$ cat src/rtl/io_bus_arbiter.sv
// Two-master IO bus arbiter (M0 = CPU, M1 = DMA) with round-robin arbitration,
// bounded bus locking and a programmable number of wait states per access.
module io_bus_arbiter #(
  parameter int WAIT_STATES = 1,
  parameter int MAX_LOCK    = 4
) (
  input  logic        sys_clk_i,
  input  logic        sys_rst_i,
  input  logic        m0_req_i,
  input  logic        m1_req_i,
  input  logic        m0_rd_i,
  input  logic        m0_wr_i,
  input  logic        m1_rd_i,
  input  logic        m1_wr_i,
  input  logic        m0_lock_i,
  input  logic        m1_lock_i,
  input  logic [15:0] m0_addr_i,
  input  logic [15:0] m1_addr_i,
  input  logic [15:0] m0_dout_i,
  input  logic [15:0] m1_dout_i,
  output logic        m0_ack_o,
  output logic        m1_ack_o,
  output logic [15:0] m0_din_o,
  output logic [15:0] m1_din_o,
  output logic [15:0] bus_addr_o,
  output logic [15:0] bus_dout_o,
  output logic        bus_rd_o,
  output logic        bus_wr_o,
  input  logic [15:0] bus_din_i,
  output logic        owner_o
);

  localparam logic [3:0] WAIT_INIT = 4'(WAIT_STATES);
  localparam logic [3:0] LOCK_MAX  = 4'(MAX_LOCK);

  typedef enum logic [1:0] {
    IDLE,
    ACCESS,
    DONE
  } state_t;

  state_t      state;
  logic [3:0]  wait_cnt;
  logic [3:0]  lock_cnt;
  logic        lock_flag;

  logic        lock_hold;
  logic        win;
  logic        win_rd;
  logic        win_wr;
  logic [15:0] win_addr;
  logic [15:0] win_dout;
  logic        owner_lock;

  // Winner selection: a sole requester wins; on a tie the owner keeps the bus
  // only while its lock is live, otherwise the other master gets its turn.
  always_comb begin
    lock_hold = lock_flag && (lock_cnt < LOCK_MAX);
    win       = owner_o;
    if (m0_req_i && m1_req_i) begin
      win = lock_hold ? owner_o : ~owner_o;
    end else if (m0_req_i) begin
      win = 1'b0;
    end else if (m1_req_i) begin
      win = 1'b1;
    end
    win_rd     = win ? m1_rd_i   : m0_rd_i;
    win_wr     = win ? m1_wr_i   : m0_wr_i;
    win_addr   = win ? m1_addr_i : m0_addr_i;
    win_dout   = win ? m1_dout_i : m0_dout_i;
    owner_lock = owner_o ? m1_lock_i : m0_lock_i;
  end

  always_ff @(posedge sys_clk_i or negedge sys_rst_i) begin
    if (!sys_rst_i) begin
      state      <= IDLE;
      wait_cnt   <= 4'd0;
      lock_cnt   <= 4'd0;
      lock_flag  <= 1'b0;
      owner_o    <= 1'b1;
      bus_addr_o <= 16'h0000;
      bus_dout_o <= 16'h0000;
      bus_rd_o   <= 1'b0;
      bus_wr_o   <= 1'b0;
      m0_ack_o   <= 1'b0;
      m1_ack_o   <= 1'b0;
      m0_din_o   <= 16'h0000;
      m1_din_o   <= 16'h0000;
    end else begin
      case (state)
        IDLE: begin
          if (m0_req_i || m1_req_i) begin
            owner_o    <= win;
            bus_addr_o <= win_addr;
            bus_dout_o <= win_dout;
            bus_wr_o   <= win_wr;
            bus_rd_o   <= win_rd & ~win_wr;
            wait_cnt   <= WAIT_INIT;
            state      <= ACCESS;
            // A new owner starts with no lock history.
            if (win != owner_o) begin
              lock_cnt  <= 4'd0;
              lock_flag <= 1'b0;
            end
          end
        end
        ACCESS: begin
          if (wait_cnt == 4'd0) begin
            state    <= DONE;
            bus_rd_o <= 1'b0;
            bus_wr_o <= 1'b0;
            if (owner_o) begin
              m1_ack_o <= 1'b1;
              if (bus_rd_o) m1_din_o <= bus_din_i;
            end else begin
              m0_ack_o <= 1'b1;
              if (bus_rd_o) m0_din_o <= bus_din_i;
            end
          end else begin
            wait_cnt <= wait_cnt - 4'd1;
          end
        end
        DONE: begin
          m0_ack_o <= 1'b0;
          m1_ack_o <= 1'b0;
          state    <= IDLE;
          // Lock is sampled at the ack; the count saturates at MAX_LOCK.
          if (owner_lock) begin
            lock_flag <= 1'b1;
            if (lock_cnt != LOCK_MAX) lock_cnt <= lock_cnt + 4'd1;
          end else begin
            lock_flag <= 1'b0;
            lock_cnt  <= 4'd0;
          end
        end
        default: state <= IDLE;
      endcase
    end
  end

endmodule

$ cat config.mk
export PLATFORM = sky130hd
export DESIGN_NAME = io_bus_arbiter
export DESIGN_NICKNAME = d
export VERILOG_FILES = /design/src/rtl/io_bus_arbiter.sv
export SDC_FILE = /design/constraint.sdc
export NUM_CORES = 1
export LEC_CHECK = 0
export ABC_CLOCK_PERIOD_IN_PS = 2800
export CORE_ASPECT_RATIO = 0.5
export CORE_MARGIN = 10
export CORE_UTILIZATION = 30
export CTS_BUF_LIST = sky130_fd_sc_hd__clkbuf_8 sky130_fd_sc_hd__clkbuf_16
export DETAILED_ROUTE_END_ITERATION = 7
export GPL_ROUTABILITY_DRIVEN = 0
export GPL_TIMING_DRIVEN = 0
export PLACE_DENSITY = 0.67
export SLEW_MARGIN = 20
export SYNTH_ARGS = -nofsm -noshare
export SYNTH_HDL_FRONTEND = slang
export SYNTH_SLANG_ARGS = --single-unit
$ cat constraint.sdc
create_clock -name sys_clk_i -period 2.8 [get_ports sys_clk_i]
set_input_delay 0.28 -clock sys_clk_i [delete_from_list [all_inputs] [get_ports sys_clk_i]]
set_output_delay 0.28 -clock sys_clk_i [all_outputs]
set_load 0.02 [all_outputs]
==> impl_metrics.csv, run 1 <==
group,metric,value,unit
status,status,"finished, final reports clean",
timing,fin_tns_setup,0,ps
timing,fmax,477,MHz
global_routing,grt_pass1_wl,15900,um
global_routing,antenna_found_initial,0,
synthesis,syn_nets,354,
timing,max-slew-margin-rel,57.4,%
drt,drc,0,
placement,dpl.hpwl,8320,um
cts,postCtsSetupBuffers,0,
floorplan,start_util,31.3,%
synthesis,yosysUniqueCellTypes,37,
final_layout,fin_area,5590,sq um
critical_path,cp.arrival,2310,ps
floorplan,io-pin-count,159,
drt,ant_nets,0,
floorplan,die_w,173,um
global_routing,grt_usage,12.1,%
critical_path,r2r-start,"wait_cnt[0]",
timing,fin_crit_sh,74.9,%
synthesis,synth.avg_cell_area,13.5,sq um
cts,root_buffer,"clkbuf_16",
critical_path,r2r_setup_slack,700,ps
cts,clock_sinks,80,
job,cap_violations,0,
floorplan,core_area,11200,sq um
drt,first_pass_iters,4,
drt,vias,2726,
critical_path,criticalPathCategory,"register to register",
synthesis,yosysTopAreaCell,"dfrtp_1",
timing,whs,471,ps
worst_hold_path,whs_path_depth,1,
global_routing,grt_max_degree,50,
placement,placed_area,5300,sq um
critical_path,crit_required,3020,ps
synthesis,syn_area,3500,sq um
timing,setup_violations,0,
final_layout,layout.nets,525,
synthesis,yosysWarnings,0,
timing,worstMarginPinSlew,639,ps
final_layout,drive_gt1_share,15.4,%
timing,finalCriticalPeriod,2100,ps
cts,clk_latency,330,ps
synthesis,ys_seq_area_share,57.3,%
timing,skew,6.31,ps
final_layout,synthToLayoutAreaGrowth,60.0,%
floorplan,core.rowCount,27,
critical_path,critPathLaunchType,"register",
timing,setup_ws,703,ps
drt,vias_per_cell,4.58,
global_routing,gr-total-overflow,0,
floorplan,die_area,16600,sq um
cts,cts_buffers,9,
global_routing,grt_pass1_vias,2810,
synthesis,postSynth.asyncResetShare,100,%
final_layout,antenna_cells,0,
timing,slew_viol_final,0,
power_and_ir_drop,power_density,1100,nW/um^2
synthesis,yosys_register_bits,80,
synthesis,ys_top_cells_by_area,"dfrtp_1 (57%), mux2_2 (10%), a221o_1 (10%)",
critical_path,critPathLaunch,"wait_cnt[0]",
synthesis,syn_inst,260,
cts,h-tree-depth,3,
drt,drt-wirelength-per-cell,18.0,um
final_layout,final_common_cell,"clkdlybuf4s50_1",
cts,clk_path_buf_depth,2,
critical_path,crit_end,"m0_din_o[7]",
placement,io_buffers,158,
power_and_ir_drop,p_leak,2.41,nW
placement,dpl_worst_slack,446,ps
floorplan,die_y,96.3,um
synthesis,ys.flop_type,"dfrtp_1",
synthesis,synth-edff-count,0,
worst_hold_path,min_path_type,"register to register",
power_and_ir_drop,vdd_drop_max,0.365,mV
critical_path,r2r_cells,8,
cts,cts_tree,"done",
timing,rsz0062_at_grt,"no",
timing,hold_viol_final,0,
critical_path,endpoint_kind,"register",
final_layout,mostFrequentLayoutCells,"clkdlybuf4s50_1 (157), dfrtp_1 (79), nor2b_1 (35), a221o_1 (35), mux2_2 (32)",
critical_path,r2r-end,"m0_din_o[7]",
cts,clk_transition_reported_paths,70,ps
drt,drt_wl_total,10700,um
synthesis,synth_top_area_share,56.5,%
drt,drt_iter0_markers,147,
critical_path,path_max_fanout,10,
final cells by class:
| class | instances | area, sq um |
|---|---|---|
| Tap cell | 159 | 199 |
| Timing Repair Buffer | 160 | 1610 |
| Buffer | 14 | 97.6 |
| Clock inverter | 7 | 63.8 |
| Clock buffer | 9 | 225 |
| Inverter | 7 | 26.3 |
| Sequential cell | 80 | 2000 |
| Multi-Input combinational cell | 159 | 1370 |
| Fill cell | 995 | 5590 |
worst max-delay path: stages, from the launching register on:
cell and delay (ps):
dfrtp_1 380, inv_1 120, ha_1 150, or3b_1 320, buf_2 180, nor2_8 170, nand3b_4 160, buf_6 190
mux2_1 310
cells in the mapped netlist, types with 2 or more instances:
library cell   n
inv_1          7
mux2i_1        2
nand2_1        4
buf_2          6
nor2_1         9
a21oi_1        2
a21o_1         4
dfrtp_1       79
nor2b_1       35
ha_1           4
buf_6          5
nand2b_1       2
xor2_1         2
clkbuf_1       3
nand3_1        4
nor4_1         3
a22o_1         3
mux2_2        32
a221o_1       35
nor3_1         2
where the power goes:
group,total (W),internal [W],switching (W)
registers,0.00199,0.00170,0.000285
clock network,0.00113,0.000619,0.000514
logic,0.00306,0.00159,0.00147
total,0.00618,0.00391,0.00227
logic make-up after synthesis:
family,Yosys count,synth area share [%]
buffers and inverters,21,3.54
muxes,36,11.6
adders and majority gates,4,1.43
and+or+nand+nor,67,12.3
xor gates and xnor gates,3,0.751
DFF,80,57.3
AOI/OAI and AO/OA,49,13.0
metal layers:
layer | track usage [%] | vias to the layer above | wire [um]
met5 | 0 | - | 0
met4 | 2.57 | 0 | 81
met3 | 4.65 | 7 | 543
met2 | 21.3 | 67 | 5630
met1 | 14.1 | 1344 | 4440
li1 | - | 1308 | -
registers in the layout (all words and copies together) (netlist names):
signal / cells
bus_dout_o: 16
owner_o: 1
lock_flag: 1
lock_cnt: 4
bus_wr_o: 1
state: 2
bus_rd_o: 1
m0_din_o: 16
wait_cnt: 4
m0_ack_o: 1
m1_din_o: 16
bus_addr_o: 16
m1_ack_o: 1
worst min path at each step:
stage	startpoint	to	slack, ps
finish	lock_flag	lock_flag	470
global route	lock_flag	lock_flag	510
CTS	lock_flag	lock_flag	470
detailed placement	sys_rst_i	m1_din_o[11]	350
global placement	lock_flag	lock_flag	460
floorplan	sys_rst_i	bus_addr_o[0]	-20
what timing repair did:
action	CTS	global route
hold buffers	1	0
hold endpoints to repair	47	0
gates resized for setup	0	0
metrics by stage:
step,util (%),total power [W],instances
floorplan,-,0.00364,260
global route,50.0,0.00655,595
global placement,47.2,0.00506,577
detailed placement,47.4,0.00510,578
CTS,50.0,0.00628,595
finish,50.0,0.00618,595
No activity file was read; power rests on OpenSTA's default activity.
==> run 2: changes to the inputs <==
ABC_CLOCK_PERIOD_IN_PS = 2050   (was 2800)
clock period = 2.05 ns   (was 2.8 ns; I/O delays follow)
==> run 2 against run 1 <==
Compared with the run above:
- sequential share of layout area shrank 0.47 points
- first-iteration DRC count shrank 1.4%
- sequential cell count is the same
- sequential power grew 37%
- routed wire length grew 0.92%
- die area is the same
- combinational power grew 39%
- via count grew 1.2%
- critical path type unchanged
- highest routed layer unchanged
==> impl_metrics.csv, run 2 (synthesized netlist as in run 1, its figures left out) <==
group,metric,value,unit
global_routing,grt_pass1_vias,2832,
global_routing,use_met2,21.5,%
timing,fin_crit_sh,95.4,%
drt,drt_iter0_markers,145,
critical_path,critPathLaunchType,"register",
power_and_ir_drop,p_leak,2.46,nW
floorplan,die_y,96.3,um
critical_path,r2r_cells,6,
cts,cts_buffers,9,
timing,whs,434,ps
timing,slew_viol_final,0,
critical_path,crit_end,"bus_dout_o[10]",
final_layout,antenna_cells,0,
floorplan,io-pin-count,159,
global_routing,use_met1,14.2,%
cts,clock_sinks,80,
placement,dp.cells,578,
floorplan,core_area,11200,sq um
status,status,"finished, final reports clean",
global_routing,gr-usage-met3,4.65,%
timing,skew,6.27,ps
final_layout,synthToLayoutAreaGrowth,62.1,%
critical_path,endpoint_kind,"register",
cts,clk_path_buf_depth,2,
critical_path,crit_required,2260,ps
final_layout,layout.nets,530,
timing,max-slew-margin-rel,57.2,%
critical_path,r2r-start,"owner_o",
critical_path,path_max_fanout,10,
drt,first_pass_iters,4,
cts,h-tree-depth,3,
critical_path,r2r_setup_slack,90,ps
drt,drt-wirelength-per-cell,18.0,um
global_routing,antenna_found_initial,0,
global_routing,gr-total-overflow,0,
cts,cts_tree,"done",
power_and_ir_drop,power_density,1500,nW/um^2
critical_path,critPathLaunch,"owner_o",
timing,setup_violations,0,
final_layout,mostFrequentLayoutCells,"clkdlybuf4s50_1 (157), dfrtp_1 (79), nor2b_1 (35), a221o_1 (35), mux2_2 (32)",
global_routing,grt_max_degree,50,
cts,clk_transition_reported_paths,70,ps
cts,clk_latency,330,ps
power_and_ir_drop,vdd_drop_max,0.498,mV
worst_hold_path,min_path_type,"input port to async pin",
drt,ant_nets,0,
floorplan,die_w,173,um
drt,drt_wl_total,10800,um
global_routing,grt_pass1_wl,16000,um
timing,worstMarginPinSlew,642,ps
timing,finalCriticalPeriod,1960,ps
final_layout,drive_gt1_share,17.9,%
drt,vias,2758,
floorplan,core.rowCount,27,
critical_path,cp.arrival,2170,ps
placement,io_buffers,158,
timing,hold_viol_final,0,
global_routing,grt.busiest_layer,"met2",
floorplan,start_util,31.3,%
critical_path,criticalPathCategory,"register to register",
final_layout,final_common_cell,"clkdlybuf4s50_1",
global_routing,grt_usage,12.2,%
floorplan,die_area,16600,sq um
timing,fmax,511,MHz
job,cap_violations,0,
critical_path,r2r-end,"bus_dout_o[10]",
cts,root_buffer,"clkbuf_16",
final_layout,layout.cells.non_filler,600,
drt,drc,0,
drt,vias_per_cell,4.60,
placement,dpl.hpwl,8320,um
## run 2: cell type report
| type | instances | area [sq um] |
|---|---|---|
| buffer | 14 | 111 |
| clock inverter | 7 | 63.8 |
| tap | 159 | 199 |
| inverter | 7 | 26.3 |
| sequential | 80 | 2000 |
| multi-input combinational | 159 | 1380 |
| fill | 985 | 5510 |
| timing repair buffer | 165 | 1660 |
| clock buffer | 9 | 225 |
## run 2: per-layer routing
metal,up-vias,wire (um)
met1,1363,4470
met5,-,0
met3,5,573
li1,1318,-
met4,0,63
met2,72,5680
## run 2: how the worst min path moves through the flow
stage                      start       endpoint  slack, ps
global route        m1_addr_i[0]  bus_addr_o[0]        470
detailed placement     sys_rst_i   m1_din_o[11]        270
finish                 sys_rst_i   m1_din_o[11]        430
CTS                    sys_rst_i   m1_din_o[11]        450
global placement       lock_flag      lock_flag        460
floorplan              sys_rst_i  bus_addr_o[0]        -90
## run 2: power breakdown
group          total, W  leakage [nW]  internal, W  switching [W]
clock network   0.00155         0.136     0.000846       0.000701
registers       0.00272         0.974      0.00232       0.000395
logic           0.00425          1.35      0.00223        0.00202
total           0.00852          2.46      0.00540        0.00312
## run 2: stage by stage
step / TNS (ps) / instance area (sq um) / power [W] / util (%) / setup slack, ps
floorplan: 0 / 3500 / 0.00497 / - / 108
global placement: -181670 / 5280 / 0.00691 / 47.2 / -2230
CTS: -68.3 / 5650 / 0.00861 / 50.5 / -12.7
finish: 0 / 5670 / 0.00852 / 50.7 / 94.0
detailed placement: -4810 / 5300 / 0.00697 / 47.4 / -229
global route: -5.11 / 5670 / 0.00902 / 50.7 / -3.59
## run 2: timing repair
action,in CTS,in global routing
gates resized for setup,3,10
gates cloned,0,0
endpoints found under the setup margin,32,63
hold buffers,1,0
setup buffers,4,1
pin swaps,1,1
hold endpoints to repair,47,0
## run 2: critical path, stage by stage, from the launching register on
cell	delay, ps
dfstp_2	530
buf_2	230
xnor2_1	160
o211a_1	220
buf_2	170
buf_6	160
a221o_1	350
==> run 3: changes to the inputs <==
SKIP_LAST_GASP = 1   (was unset)
==> results of run 3 <==
Same layout as run 2: the final DEF is identical, and so are final timing and power.
